File: src/rtl/uart_pkg.sv
// Shared definitions for the UART receive path: FSM states and the baud
// divider helper used by both the receiver and the future transmitter.
package uart_pkg;

    // Receiver frame-tracking states
    typedef enum logic [1:0] {
        IDLE,
        START,
        DATA,
        STOP
    } rx_state_t;

    // System clocks per oversample tick, rounded down
    function automatic int calcTickDiv(input int sysClk, input int baud, input int overSample);
        return sysClk / (baud * overSample);
    endfunction

endpackage

File: src/rtl/uart_baud_tick.sv
// Oversample tick generator: a free-running divider that emits a single-clk
// enable pulse every TICK_DIV system clocks while enabled.
module uart_baud_tick
    import uart_pkg::*;
#(
    parameter int SYS_CLK    = 12000000,
    parameter int BAUD       = 9600,
    parameter int OVERSAMPLE = 16
) (
    input  logic clk,
    input  logic rst,
    input  logic enable,
    output logic tick
);

    localparam int TICK_DIV = calcTickDiv(SYS_CLK, BAUD, OVERSAMPLE);
    localparam int CNT_W    = (TICK_DIV > 1) ? $clog2(TICK_DIV) : 1;
    localparam logic [CNT_W-1:0] TICK_LAST = CNT_W'(TICK_DIV - 1);

    generate
        if (TICK_DIV < 1) begin : gTickDivCheck
            $error("uart_baud_tick: SYS_CLK too slow for BAUD*OVERSAMPLE (TICK_DIV < 1)");
        end
    endgenerate

    logic [CNT_W-1:0] r_tickCnt;

    // Divider counter: held at zero while disabled, wraps after the tick
    always_ff @(posedge clk or posedge rst) begin
        if (rst) begin
            r_tickCnt <= '0;
        end else if (!enable) begin
            r_tickCnt <= '0;
        end else if (r_tickCnt == TICK_LAST) begin
            r_tickCnt <= '0;
        end else begin
            r_tickCnt <= r_tickCnt + 1'b1;
        end
    end

    assign tick = enable && (r_tickCnt == TICK_LAST);

endmodule

File: src/rtl/uart_rx.sv
// UART receiver: synchronizes the serial line, validates the start bit at
// mid-bit, assembles LSB-first data, checks the stop bit and hands each good
// word to the host through a level-valid / pulse-ack register.
module uart_rx
    import uart_pkg::*;
#(
    parameter int DATA_BITS  = 8,
    parameter int BAUD       = 9600,
    parameter int SYS_CLK    = 12000000,
    parameter int OVERSAMPLE = 16
) (
    input  logic                 clk,
    input  logic                 rst,
    input  logic                 enable,
    input  logic                 rx_wire,
    output logic [DATA_BITS-1:0] rx_data,
    output logic                 rx_valid,
    input  logic                 rx_ack,
    output logic                 busy,
    output logic                 framing_error,
    output logic                 overrun
);

    localparam int SCNT_W = $clog2(OVERSAMPLE);
    localparam int BIT_W  = $clog2(DATA_BITS);
    localparam logic [SCNT_W-1:0] MID_CNT  = SCNT_W'(OVERSAMPLE / 2 - 1);
    localparam logic [SCNT_W-1:0] LAST_CNT = SCNT_W'(OVERSAMPLE - 1);
    localparam logic [BIT_W-1:0]  LAST_BIT = BIT_W'(DATA_BITS - 1);

    generate
        if (DATA_BITS < 5 || DATA_BITS > 9) begin : gDataBitsCheck
            $error("uart_rx: DATA_BITS must be 5..9");
        end
        if (OVERSAMPLE < 4 || (OVERSAMPLE % 2) != 0) begin : gOversampleCheck
            $error("uart_rx: OVERSAMPLE must be even and at least 4");
        end
    endgenerate

    logic                 w_tick;
    logic                 r_sync1;
    logic                 r_rxs;
    rx_state_t            r_state;
    rx_state_t            w_nextState;
    logic [SCNT_W-1:0]    r_sampleCnt;
    logic [SCNT_W-1:0]    w_nextSampleCnt;
    logic [BIT_W-1:0]     r_bitIdx;
    logic [BIT_W-1:0]     w_nextBitIdx;
    logic [DATA_BITS-1:0] r_shift;
    logic [DATA_BITS-1:0] w_nextShift;
    logic                 w_frameDone;

    uart_baud_tick #(
        .SYS_CLK    (SYS_CLK),
        .BAUD       (BAUD),
        .OVERSAMPLE (OVERSAMPLE)
    ) u_baudTick (
        .clk    (clk),
        .rst    (rst),
        .enable (enable),
        .tick   (w_tick)
    );

    // Two-flop synchronizer for the asynchronous line; idles high
    always_ff @(posedge clk or posedge rst) begin
        if (rst) begin
            r_sync1 <= 1'b1;
            r_rxs   <= 1'b1;
        end else begin
            r_sync1 <= rx_wire;
            r_rxs   <= r_sync1;
        end
    end

    // Frame FSM state, sample/bit counters and shift register
    always_ff @(posedge clk or posedge rst) begin
        if (rst) begin
            r_state     <= IDLE;
            r_sampleCnt <= '0;
            r_bitIdx    <= '0;
            r_shift     <= '0;
        end else begin
            r_state     <= w_nextState;
            r_sampleCnt <= w_nextSampleCnt;
            r_bitIdx    <= w_nextBitIdx;
            r_shift     <= w_nextShift;
        end
    end

    // Next-state logic: advances only on ticks; disable aborts to IDLE
    always_comb begin
        w_nextState     = r_state;
        w_nextSampleCnt = r_sampleCnt;
        w_nextBitIdx    = r_bitIdx;
        w_nextShift     = r_shift;
        w_frameDone     = 1'b0;
        if (!enable) begin
            w_nextState     = IDLE;
            w_nextSampleCnt = '0;
            w_nextBitIdx    = '0;
        end else if (w_tick) begin
            case (r_state)
                IDLE: begin
                    if (!r_rxs) begin
                        w_nextState     = START;
                        w_nextSampleCnt = '0;
                    end
                end
                START: begin
                    if (r_sampleCnt == MID_CNT) begin
                        w_nextSampleCnt = '0;
                        w_nextBitIdx    = '0;
                        w_nextState     = r_rxs ? IDLE : DATA;
                    end else begin
                        w_nextSampleCnt = r_sampleCnt + 1'b1;
                    end
                end
                DATA: begin
                    if (r_sampleCnt == LAST_CNT) begin
                        w_nextShift     = {r_rxs, r_shift[DATA_BITS-1:1]};
                        w_nextSampleCnt = '0;
                        if (r_bitIdx == LAST_BIT) begin
                            w_nextBitIdx = '0;
                            w_nextState  = STOP;
                        end else begin
                            w_nextBitIdx = r_bitIdx + 1'b1;
                        end
                    end else begin
                        w_nextSampleCnt = r_sampleCnt + 1'b1;
                    end
                end
                STOP: begin
                    if (r_sampleCnt == LAST_CNT) begin
                        w_nextState     = IDLE;
                        w_nextSampleCnt = '0;
                        w_frameDone     = 1'b1;
                    end else begin
                        w_nextSampleCnt = r_sampleCnt + 1'b1;
                    end
                end
                default: begin
                    w_nextState     = IDLE;
                    w_nextSampleCnt = '0;
                    w_nextBitIdx    = '0;
                end
            endcase
        end
    end

    // Host handshake: deliver good words, pulse framing/overrun errors
    always_ff @(posedge clk or posedge rst) begin
        if (rst) begin
            rx_data       <= '0;
            rx_valid      <= 1'b0;
            framing_error <= 1'b0;
            overrun       <= 1'b0;
        end else begin
            framing_error <= w_frameDone && !r_rxs;
            overrun       <= 1'b0;
            if (w_frameDone && r_rxs) begin
                if (!rx_valid || rx_ack) begin
                    rx_data  <= r_shift;
                    rx_valid <= 1'b1;
                end else begin
                    overrun <= 1'b1;
                end
            end else if (rx_valid && rx_ack) begin
                rx_valid <= 1'b0;
            end
        end
    end

    assign busy = (r_state != IDLE);

endmodule

File: config.mk
export PLATFORM = sky130hd
export DESIGN_NAME = uart_rx
export DESIGN_NICKNAME = d
export VERILOG_FILES = /design/src/rtl/uart_pkg.sv /design/src/rtl/uart_baud_tick.sv /design/src/rtl/uart_rx.sv
export SDC_FILE = /design/constraint.sdc
export NUM_CORES = 1
export LEC_CHECK = 0
export BUFFER_PORTS_ARGS = -buffer_cell sky130_fd_sc_hd__buf_2
export CAP_MARGIN = 20
export CORE_UTILIZATION = 30
export DETAILED_ROUTE_END_ITERATION = 6
export PLACE_DENSITY = 0.45
export SYNTH_ARGS = -nofsm -noshare
export SYNTH_HDL_FRONTEND = slang
export SYNTH_SLANG_ARGS = --single-unit
File: constraint.sdc
create_clock -name clk -period 2.5 [get_ports clk]
set_input_delay 0.625 -clock clk [delete_from_list [all_inputs] [get_ports clk]]
set_output_delay 0.625 -clock clk [all_outputs]
set_load 0.1 [all_outputs]
### Yosys cells after proc, flatten, opt, wreduce, memory -nomap -nowiden

Index checks and enable logic that the tools add are counted.

* register bits after elaboration: 37
* bits of input ports: 5
* output and inout bits: 12
* word-level logic and storage cells: 78

* $add $sub $neg: 3
* eq/ne operators: 15
* multiplexer cells: 32
* reductions and logical operators: 17

Operators by type and width (count)
* $mux W4: 5
* $mux W2: 8
* $mux W3: 5
* $ne A3 B3 Y1 const B: 5
* $mux W7: 2
* $pmux W4 S3: 1
* $mux W1: 9
* $pmux W2 S4: 1
* $reduce_and A4 Y1: 2
* $add A7 B1 Y7 const B: 1
* $eq A7 B7 Y1 const B: 1
* $pmux W3 S2: 1
* $reduce_and A2 Y1: 3
* $reduce_and A6 Y1: 1
* $add A4 B1 Y4 const B: 1
* $eq A2 B2 Y1 const B: 2
* $eq A4 B3 Y1 const B: 1
* $eq A4 B4 Y1 const B: 1
* $logic_and A1 B1 Y1: 4
* $ne A2 B1 Y1 const B: 2
* $reduce_bool A2 Y1: 2
* $add A3 B1 Y3 const B: 1
* $eq A3 B3 Y1 const B: 1
* $ne A3 B1 Y1 const B: 1
* other kinds (5): 6

### Depth between registers and ports, before layout

Gate-level depths: netlist of the first run.

* depth in word-level cells: 8
* gate-level depth with buffers: 7
* gate-level depth less buffers: 6

### Hierarchy

A second synthesis of the first run with hierarchy kept.

* cells, all modules: 151
* area, all modules: 1716.6 µm²

By module, submodules not included
* uart_rx: times used 1, cells each 117, area an instance 1385.1 µm², seq. area each 753.2 µm²
* uart_baud_tick: times used 1, cells each 34, area an instance 331.6 µm², seq. area each 175.2 µm²

### Worst setup path before layout of the first run

No wires, ideal clock.

* path kind: reg-to-reg
* start: register u_baudTick.r_tickCnt[1]
* end: register rx_data[0]
* library setup time: 0.125 ns
* data arrival time: 2.030 ns
* data required time: 2.375 ns
* slack: 0.345 ns
* stages on the path, launching flop included: 8
* path buffers: 1
* period minus slack after synthesis: 2.155 ns
* cell sequence: dfrtp_1 > inv_1 > ha_1 > nand4bb_4 > or3_1 > buf_2 > nor4b_4 > mux2_2

* word-level cells in the longest chain between the ends: 6

Ends and longest elaborated chain
* start, declared: RTL line uart_baud_tick.sv:26 `logic [CNT_W-1:0] r_tickCnt;`
* start signal, assigned: RTL line uart_baud_tick.sv:37 `r_tickCnt <= r_tickCnt + 1'b1;`
* $eq A7 B7 Y1: RTL line uart_baud_tick.sv:41 `assign tick = enable && (r_tickCnt == TICK_LAST);`
* $logic_and A1 B1 Y1: RTL line uart_baud_tick.sv:41
* $mux W1: RTL line uart_rx.sv:100 `end else if (w_tick) begin`
* $mux W1: RTL line uart_rx.sv:96 `if (!enable) begin`
* $logic_and A1 B1 Y1: RTL line uart_rx.sv:159 `if (w_frameDone && r_rxs) begin`
* $reduce_and A2 Y1 (no source line)
* end signal, assigned: RTL line uart_rx.sv:161 `rx_data <= r_shift;`
* end, declared: RTL line uart_rx.sv:16 `output logic [DATA_BITS-1:0] rx_data,`

No other way between the ends.
A chain may end at the register's enable or synchronous reset.

### Worst setup path in the final report of the first run

* start: register u_baudTick.r_tickCnt[1]
* end: register rx_data[4]

Same word-level chain as after synthesis.

==> results of run 1 <==
[worst paths after layout]
path / from / end / slack, ns / depth (start not counted)
hold / removal: rst / u_baudTick.r_tickCnt[2] / 0.35 / 3
hold reg to reg: r_sync1 / r_rxs / 0.36 / 0
min in group clk: r_sync1 / r_rxs / 0.36 / 0
max in group asynchronous: rst / r_rxs / 1.81 / 3
setup / recovery: u_baudTick.r_tickCnt[1] / rx_data[4] / 0.28 / 7
setup reg to reg: u_baudTick.r_tickCnt[1] / rx_data[4] / 0.28 / 7
[cell usage after synthesis, drive strengths merged, types with 2 or more instances]
library cell	n
dfrtp	35
mux2	16
nand2	10
nor2	10
nand3	7
inv	6
clkbuf	5
ha	5
nand2b	5
a21boi	4
nor3	4
o21ai	3
o22ai	3
xor2	3
a21oi	2
and3	2
and4	2
dfstp	2
xnor2	2
[tightest hold or removal path, cell delays in order]
cell and delay, ns:
buf_2 0.09, inv_1 0.06, buf_4 0.20
[layout by cell type, fill, tap and decap left out, types with 3 or more instances in the layout]
cell type / netlist / routed
buf_4: 0 / 3
nor2_1: 10 / 10
xor2_1: 3 / 3
a21boi_0: 4 / 4
clkbuf_8: 0 / 5
o22ai_1: 3 / 3
ha_1: 5 / 5
nand2_1: 10 / 10
nand3_1: 7 / 7
nor3_1: 4 / 4
nand2b_1: 5 / 5
dfrtp_1: 35 / 35
buf_2: 1 / 16
mux2_2: 16 / 16
inv_1: 6 / 6
[layer usage]
metal | vias to the layer above | GRT usage [%] | wire, um
met1 | 569 | 15.18 | 1486
met5 | - | 0 | 0
met4 | 0 | 3.396 | 19
met2 | 21 | 17.70 | 1402
li1 | 547 | - | -
met3 | 2 | 3.571 | 134
[stage by stage]
stage | cell area, sq um | utilization, %
floorplan | 1702 | -
global placement | 1871 | 34.18
detailed placement | 1871 | 34.18
CTS | 1953 | 35.69
global route | 1953 | 35.69
finish | 1953 | 35.69
[cell type report]
type | count | area (sq um) | share of cell area (%)
sequential | 37 | 928.4 | 47.53
multi-input combinational | 95 | 726.9 | 37.22
timing repair buffer | 19 | 102.6 | 5.253
tap | 72 | 90.09 | 4.612
clock buffer | 6 | 72.57 | 3.716
inverter | 6 | 22.52 | 1.153
clock inverter | 2 | 10.01 | 0.5125
[state kept, by name, summed over array words and instances, names as in the netlist]
name and cells:
r_shift 8, rx_data 8, u_baudTick.r_tickCnt 7, r_sampleCnt 4, r_bitIdx 3, r_state 2
framing_error 1, overrun 1, r_rxs 1, r_sync1 1, rx_valid 1
[cells by family (layout without fill, tap and decap cells)]
group           count (synthesis)  in the layout  share of synthesized area, %
compound gates                 18             18                         7.647
fa+ha+maj                       5              5                         3.676
buf+inv                        12             33                         2.720
xor+xnor                        5              5                         2.574
simple gates                   50             50                         17.65
flops                          37             37                         54.56
mux                            17             17                         11.18
[power by group]
group | leakage [uW] | switching [uW] | internal, uW | total [uW]
clock | 0.0000450 | 203 | 193 | 396
sequential | 0.000506 | 7.81 | 607 | 615
combinational | 0.000360 | 41.8 | 15.4 | 57.2
total | 0.000911 | 253 | 815 | 1070
==> impl_metrics.yaml, run 1 <==
outcome:
  status: "finished, final reports clean"
grt:
  grt_pass1_wl_mm: 5.354
  antenna_found_initial: 0
  track_usage_pct: 11.41
  grt_max_degree: 26
  grt.overflow.total: 0
  grt_pass1_vias: 1105
clock_tree:
  cts_setup_buffers: 0
  cts_tree: "done"
  cts_root_buf: "clkbuf_8"
  cts-resized-gates: 0
  clk_latency_ns: 0.28
  cts.path.max_buffers: 2
  cts_sinks: 37
  clk_pin_slew_ns: 0.07
  cts-hold-fix-buffers: 0
  numCtsBuffers: 5
  htree_levels: 2
floorplan:
  row_count: 27
  fp.dieH_um: 77.32
  die_w_um: 77.32
  io-pin-count: 17
  dieArea_sq_um: 5978
  start_util_pct: 31.09
  core_area_sq_um: 5473
synth:
  ys_types: 38
  async_flop_share_pct: 100.0
  yosysSeqAreaShare_pct: 54.56
  synth_top_area_share_pct: 51.47
  netlist_instances: 144
  avgSynthCellArea_sq_um: 11.82
  yosys-top-cells-area: "dfrtp_1 (51%), mux2_2 (11%), ha_1 (3.7%), dfstp_2 (3.1%), nand2_1 (2.2%)"
  ys_ff_latch: 37
  syn_area_sq_um: 1702
  yosys.area.top_type: "dfrtp_1"
  yosys_warnings: 0
  synth_edf_count: 0
  synth_nets: 154
  synthFlopType: "dfrtp_1"
finish:
  final_layout_size_suffix_gt1_share_pct: 29.70
  layout.cells.non_filler: 237
  area_growth_pct: 14.78
  nFillCells: 567
  diodes: 0
  layout.nets: 174
sta:
  setup_ws_ns: 0.2776
  period_minus_slack_ns: 2.222
  whs_ns: 0.3456
  tns_ns: 0
  setup_viol: 0
  rsz0062_at_grt: "false"
  fin_crit_sh_pct: 88.89
  finClkSkew_ns: 0.004511
  maxSlewViolCount: 0
  finalHoldViolCount: 0
  maxSlewHeadroom_pct: 48.61
  fmax_mhz: 450.0
  tightest_slew_ns: 0.7662
routing:
  drt_iter0_drc: 38
  first_pass_iters: 4
  drt.antenna.violating_nets: 0
  vias_per_cell: 4.806
  drcViolationCount: 0
  wl_per_cell_um: 12.84
  num_vias: 1139
  totalWireLength_mm: 3.042
place:
  place.gp.congestion: 0.8386
  io_buffer_count: 16
  dpl_worst_slack_ns: 0.2877
  hpwl_mm: 2.218
  dp.cells: 229
flow_run:
  cap_viol_max_count: 0
min_path:
  hp-class: "input port to asynchronous set/reset pin"
power_and_ir_drop:
  irDropWorstVdd_mv: 0.3347
  powerDensity_nw_per_um2: 546.8
  leakage_uw: 0.0009109
  finalPower_uw: 1068
critical_path:
  end_kind: "flip-flop"
  worst_path_max_delay_cell: "or3_1"
  path_buf_inv: 2
  required_ns: 2.66
  cp_cell_sequence: "inv_1 -> ha_1 -> nand4bb_4 -> or3_1 -> nor4b_4 -> buf_4 -> mux2_2"
  crit_path_max_fanout: 8
  crit_type: "flip-flop to flip-flop"
  cp_slowest_stage_delay_ns: 0.47
  critPathTopFamily: "simple AND/OR/NAND/NOR gates"
  start_kind: "flip-flop"
  worstPathArrival_ns: 2.39
Power figures use the tool's default switching activity.
==> run 2, diff against run 1 <==
--- a/config.mk
+++ b/config.mk
@@ -7,9 +7,9 @@
 export LEC_CHECK = 0
 export BUFFER_PORTS_ARGS = -buffer_cell sky130_fd_sc_hd__buf_2
 export CAP_MARGIN = 20
-export CORE_UTILIZATION = 30
+export CORE_UTILIZATION = 50
 export DETAILED_ROUTE_END_ITERATION = 6
-export PLACE_DENSITY = 0.45
+export PLACE_DENSITY = 0.68
 export SYNTH_ARGS = -nofsm -noshare
 export SYNTH_HDL_FRONTEND = slang
 export SYNTH_SLANG_ARGS = --single-unit
==> run 2 against run 1 <==
Net effect: sequential cell count stayed put; largest cell class unchanged; non-clock buffer count is 1 lower; total power is 0.40% higher; combinational power is 3% lower; die area is 39% lower; final cell count is 12% lower.
==> impl_metrics.yaml, run 2 (synthesis gave the netlist of run 1 again) <==
finish:
  area_growth_pct: 11.91
  nFillCells: 268
  top_regs: "r_shift: 8 flops, rx_data: 8 flops, u_baudTick.r_tickCnt: 7 flops"
  layout.cells.non_filler: 208
  diodes: 0
  final_cell_mix: "dfrtp_1 (35), mux2_2 (16), buf_2 (16), nand2_1 (10), nor2_1 (10)"
  final_common_cell: "dfrtp_1"
  final_layout_size_suffix_gt1_share_pct: 29.27
  layout.nets: 173
sta:
  tns_ns: 0
  finClkSkew_ns: 0.01114
  tightest_slew_ns: 0.7296
  fin_crit_sh_pct: 88.07
  finalHoldViolCount: 0
  fmax_mhz: 454.2
  rsz0062_at_grt: "false"
  maxSlewHeadroom_pct: 51.07
  whs_ns: 0.3537
  setup_viol: 0
  maxSlewViolCount: 0
  period_minus_slack_ns: 2.202
place:
  hpwl_mm: 2.014
  io_buffer_count: 16
  place.gp.congestion: 0.8098
  dp.cells: 200
routing:
  first_pass_iters: 4
  met3_length_um: 117
  wl_per_cell_um: 13.91
  num_vias: 1156
  drcViolationCount: 0
  vias_per_cell: 5.558
  drt.antenna.violating_nets: 0
  top_layer: "met4"
  drt_iter0_drc: 60
  m1WireLength_mm: 1.353
  totalWireLength_mm: 2.894
  wl_met2_mm: 1.375
clock_tree:
  htree_levels: 2
  clk_latency_ns: 0.34
  cts_tree: "done"
  cts.path.max_buffers: 2
  clk_pin_slew_ns: 0.11
  numCtsBuffers: 5
  cts-hold-fix-buffers: 0
  cts_sinks: 37
  cts_root_buf: "clkbuf_4"
  cts-resized-gates: 0
  cts_setup_buffers: 0
floorplan:
  io-pin-count: 17
  row_count: 20
  die_w_um: 60.34
  fp.dieH_um: 60.34
  core_area_sq_um: 3128
  start_util_pct: 54.40
  dieArea_sq_um: 3640
critical_path:
  crit_path_max_fanout: 8
  required_ns: 2.73
  start_kind: "flip-flop"
  worstPathArrival_ns: 2.43
  crit_type: "flip-flop to flip-flop"
  end_kind: "flip-flop"
grt:
  grt_max_degree: 38
  antenna_found_initial: 0
  grt.overflow.total: 0
  track_usage_pct: 19.08
  grt_pass1_vias: 1126
  grt_pass1_wl_mm: 4.974
power_and_ir_drop:
  powerDensity_nw_per_um2: 563.1
  finalPower_uw: 1072
  leakage_uw: 0.0009033
  irDropWorstVdd_mv: 0.3367
flow_run:
  cap_viol_max_count: 0
min_path:
  hp-class: "flip-flop to flip-flop"
outcome:
  status: "finished, final reports clean"
-- run 2: power breakdown --
group	leakage (uW)	internal (uW)	switching (uW)	total [uW]
Clock	0.0000422	210	192	402
Combinational	0.000355	14.2	41.2	55.4
Sequential	0.000506	607	8.09	615
-- run 2: critical path, stage by stage, from the launching register on --
cell       delay, ns
dfrtp_1         0.41
inv_1           0.06
ha_1            0.17
nand4bb_4       0.15
or3_1           0.47
nor4b_4         0.29
buf_4           0.20
mux2_2          0.34
-- run 2: final cells by class --
type,instances,area (sq um),share of cell area [%]
Clock buffer,6,41.29,2.168
Multi-Input combinational cell,95,726.9,38.17
Inverter,6,22.52,1.183
Sequential cell,37,928.4,48.75
Timing Repair Buffer,18,95.09,4.993
Clock inverter,2,35.03,1.840
Tap cell,44,55.05,2.891
-- run 2: worst paths after layout --
path,cells after the start,end,slack (ns),startpoint
worst min-delay path,0,r_rxs,0.35,r_sync1
worst max register to register,7,rx_data[5],0.30,u_baudTick.r_tickCnt[1]
worst max-delay path,7,rx_data[5],0.30,u_baudTick.r_tickCnt[1]
max in group asynchronous,3,r_sync1,1.78,rst
min in group asynchronous,3,rx_data[2],0.38,rst
worst min register to register,0,r_rxs,0.35,r_sync1
-- run 2: layer usage --
| layer | global-route usage, % | vias to the layer above |
|---|---|---|
| met2 | 30.14 | 31 |
| met1 | 24.23 | 571 |
| met5 | 0 | - |
| met4 | 9.967 | 0 |
| li1 | - | 547 |
| met3 | 4.904 | 7 |
-- run 2: per-stage QoR --
step | util (%) | setup WS (ns) | instance area, sq um
after detailed placement | 58.44 | 0.2939 | 1828
after CTS | 60.88 | 0.2931 | 1904
after global placement | 58.44 | 0.3666 | 1828
final | 60.88 | 0.2982 | 1904
after global routing | 60.88 | 0.1684 | 1904
after floorplan | - | 0.3450 | 1702
==> run 3, diff against run 2 <==
--- a/config.mk
+++ b/config.mk
@@ -7,9 +7,12 @@
 export LEC_CHECK = 0
 export BUFFER_PORTS_ARGS = -buffer_cell sky130_fd_sc_hd__buf_2
 export CAP_MARGIN = 20
+export CORE_MARGIN = 4
 export CORE_UTILIZATION = 50
 export DETAILED_ROUTE_END_ITERATION = 6
 export PLACE_DENSITY = 0.68
+export RECOVER_POWER = 25
+export REMOVE_ABC_BUFFERS = 1
 export SYNTH_ARGS = -nofsm -noshare
 export SYNTH_HDL_FRONTEND = slang
 export SYNTH_SLANG_ARGS = --single-unit
==> run 3 against run 2 <==
Net effect: the flow now finishes with violations (capacitance limit, slew limit); critical endpoint is now rx_data[1]; clock power down 17%; critical path depth decreased by 1; via count is 1.6% lower; sequential share of layout area is 0.19 points higher; sequential power barely moved; die area grew 21%; highest routed layer unchanged.
==> impl_metrics.yaml, run 3 (synthesis gave the netlist of run 1 again) <==
outcome:
  status: "finished, violations left"
  violations: "capacitance limit, slew limit"
routing:
  vias_per_cell: 5.445
  wl_per_cell_um: 14.74
  totalWireLength_mm: 3.080
  num_vias: 1138
  drt.antenna.violating_nets: 0
  first_pass_iters: 4
  drt_iter0_drc: 54
  drcViolationCount: 0
power_and_ir_drop:
  pwr-share-comb_pct: 5.6
  leakage_uw: 0.0008992
  pwr-share-clk_pct: 33.3
  power.internal_uw: 758.7
  powerDensity_nw_per_um2: 530.9
  p_sw_share_pct: 24.65
  irDropWorstVdd_mv: 0.3499
  p_seq_share_pct: 61.1
  power_switching_uw: 248.2
critical_path:
  worstPathArrival_ns: 2.49
  crit_type: "flip-flop to flip-flop"
  r2r_slack_ns: 0.24
  start_kind: "flip-flop"
  end_kind: "flip-flop"
  worstRegToRegCells: 6
  r2r_end: "rx_data[1]"
  crit_path_max_fanout: 8
  r2r_start: "u_baudTick.r_tickCnt[1]"
  required_ns: 2.73
finish:
  final_common_cell: "dfrtp_1"
  seqCellArea_sq_um: 928.4
  final_layout_size_suffix_gt1_share_pct: 29.70
  diodes: 0
  top_regs: "r_shift: 8 flops, rx_data: 8 flops, u_baudTick.r_tickCnt: 7 flops"
  multi_input_area_sq_um: 726.9
  layout.nets: 174
  design_area_sq_um: 1897
  layout.cells.non_filler: 209
  final_cell_mix: "dfrtp_1 (35), mux2_2 (16), buf_2 (16), nand2_1 (10), nor2_1 (10)"
  nFillCells: 294
  final_util_pct: 60.16
  area_growth_pct: 11.47
sta:
  maxSlewHeadroom_pct: -28.13
  tns_ns: 0
  maxSlewViolCount: 38
  fmax_mhz: 442.9
  tightest_slew_ns: 1.922
  period_minus_slack_ns: 2.258
  finalHoldViolCount: 0
  finClkSkew_ns: 0.008894
  fin_crit_sh_pct: 90.32
  setup_viol: 0
  rsz0062_at_grt: "false"
clock_tree:
  cts_tree: "done"
  numCtsBuffers: 5
  cts_setup_buffers: 0
  cts.path.max_buffers: 2
  cts-resized-gates: 0
  cts-hold-fix-buffers: 0
  htree_levels: 2
  clk_latency_ns: 0.34
  cts_root_buf: "clkbuf_4"
  clk_pin_slew_ns: 0.11
  cts_sinks: 37
floorplan:
  row_count: 20
  dieArea_sq_um: 4400
  core_area_sq_um: 3153
  fp.dieH_um: 66.34
  die_w_um: 66.34
  io-pin-count: 17
  start_util_pct: 53.97
grt:
  antenna_found_initial: 0
  grt_pass1_wl_mm: 5.347
  track_usage_pct: 16.25
  grt.overflow.total: 0
  grt_max_degree: 38
  grt_pass1_vias: 1190
place:
  io_buffer_count: 16
  place_area_sq_um: 1836
  place.gp.congestion: 0.8270
  dp.cells: 201
  hpwl_mm: 2.249
min_path:
  hp-class: "flip-flop to flip-flop"
  min_to: "r_rxs"
  min_path_cells: 0
  hold_start: "r_sync1"
flow_run:
  cap_viol_max_count: 1
## run 3: cell types whose count changed in the layout (fill, tap and decap cells not counted), sizes merged
cell    change
bufinv      -1
clkinv      +1
clkbuf      +1
## run 3: worst max-delay path, stage by stage (launching register included)
cell and delay [ns]:
dfrtp_1 0.41, inv_1 0.07, ha_1 0.18, nand4bb_4 0.15, or3_1 0.39, nor4b_4 0.55, mux2_2 0.40
## run 3: worst max path at each step
stage | start | end | depth (start not counted)
after global routing | rst | r_sampleCnt[0] | 3
after floorplan | u_baudTick.r_tickCnt[1] | rx_data[0] | 6
after global placement | u_baudTick.r_tickCnt[1] | rx_data[0] | 6
after detailed placement | u_baudTick.r_tickCnt[1] | rx_data[1] | 6
after CTS | u_baudTick.r_tickCnt[1] | rx_data[1] | 6
final | u_baudTick.r_tickCnt[1] | rx_data[1] | 6
## run 3: power groups by stage
stage / Combinational (uW) / Clock, uW / Sequential [uW]
after floorplan: 41.3 / 0 / 624
after global placement: 56.6 / 0 / 626
after detailed placement: 58.6 / 0 / 626
after CTS: 58.7 / 343 / 615
after global routing: 62.8 / 374 / 617
final: 56.8 / 335 / 615
## run 3: per-layer routing
metal | vias to the layer above | routed length (um) | GRT usage (%)
li1 | 550 | - | -
met1 | 557 | 1418 | 20.79
met2 | 24 | 1486 | 25.03
met3 | 7 | 108 | 4.252
met4 | 0 | 66 | 8.629
met5 | - | 0 | 0
## run 3: per-stage QoR
| stage | total power, uW | worst slack, ns | hold slack [ns] |
|---|---|---|---|
| floorplan | 665.0 | 0.3497 | 0.3452 |
| global placement | 682.3 | 0.2927 | 0.3479 |
| detailed placement | 685.0 | 0.2265 | 0.3518 |
| CTS | 1017 | 0.2157 | 0.3585 |
| global route | 1053 | 0.08640 | 0.3550 |
| finish | 1007 | 0.2420 | 0.3673 |
## run 3: area by class of cell
| class | instances | area share (%) |
|---|---|---|
| sequential | 37 | 48.94 |
| timing repair buffer | 19 | 5.211 |
| multi-input combinational | 95 | 38.32 |
| inverter | 6 | 1.187 |
| tap | 44 | 2.902 |
| clock inverter | 2 | 0.7256 |
| clock buffer | 6 | 2.704 |
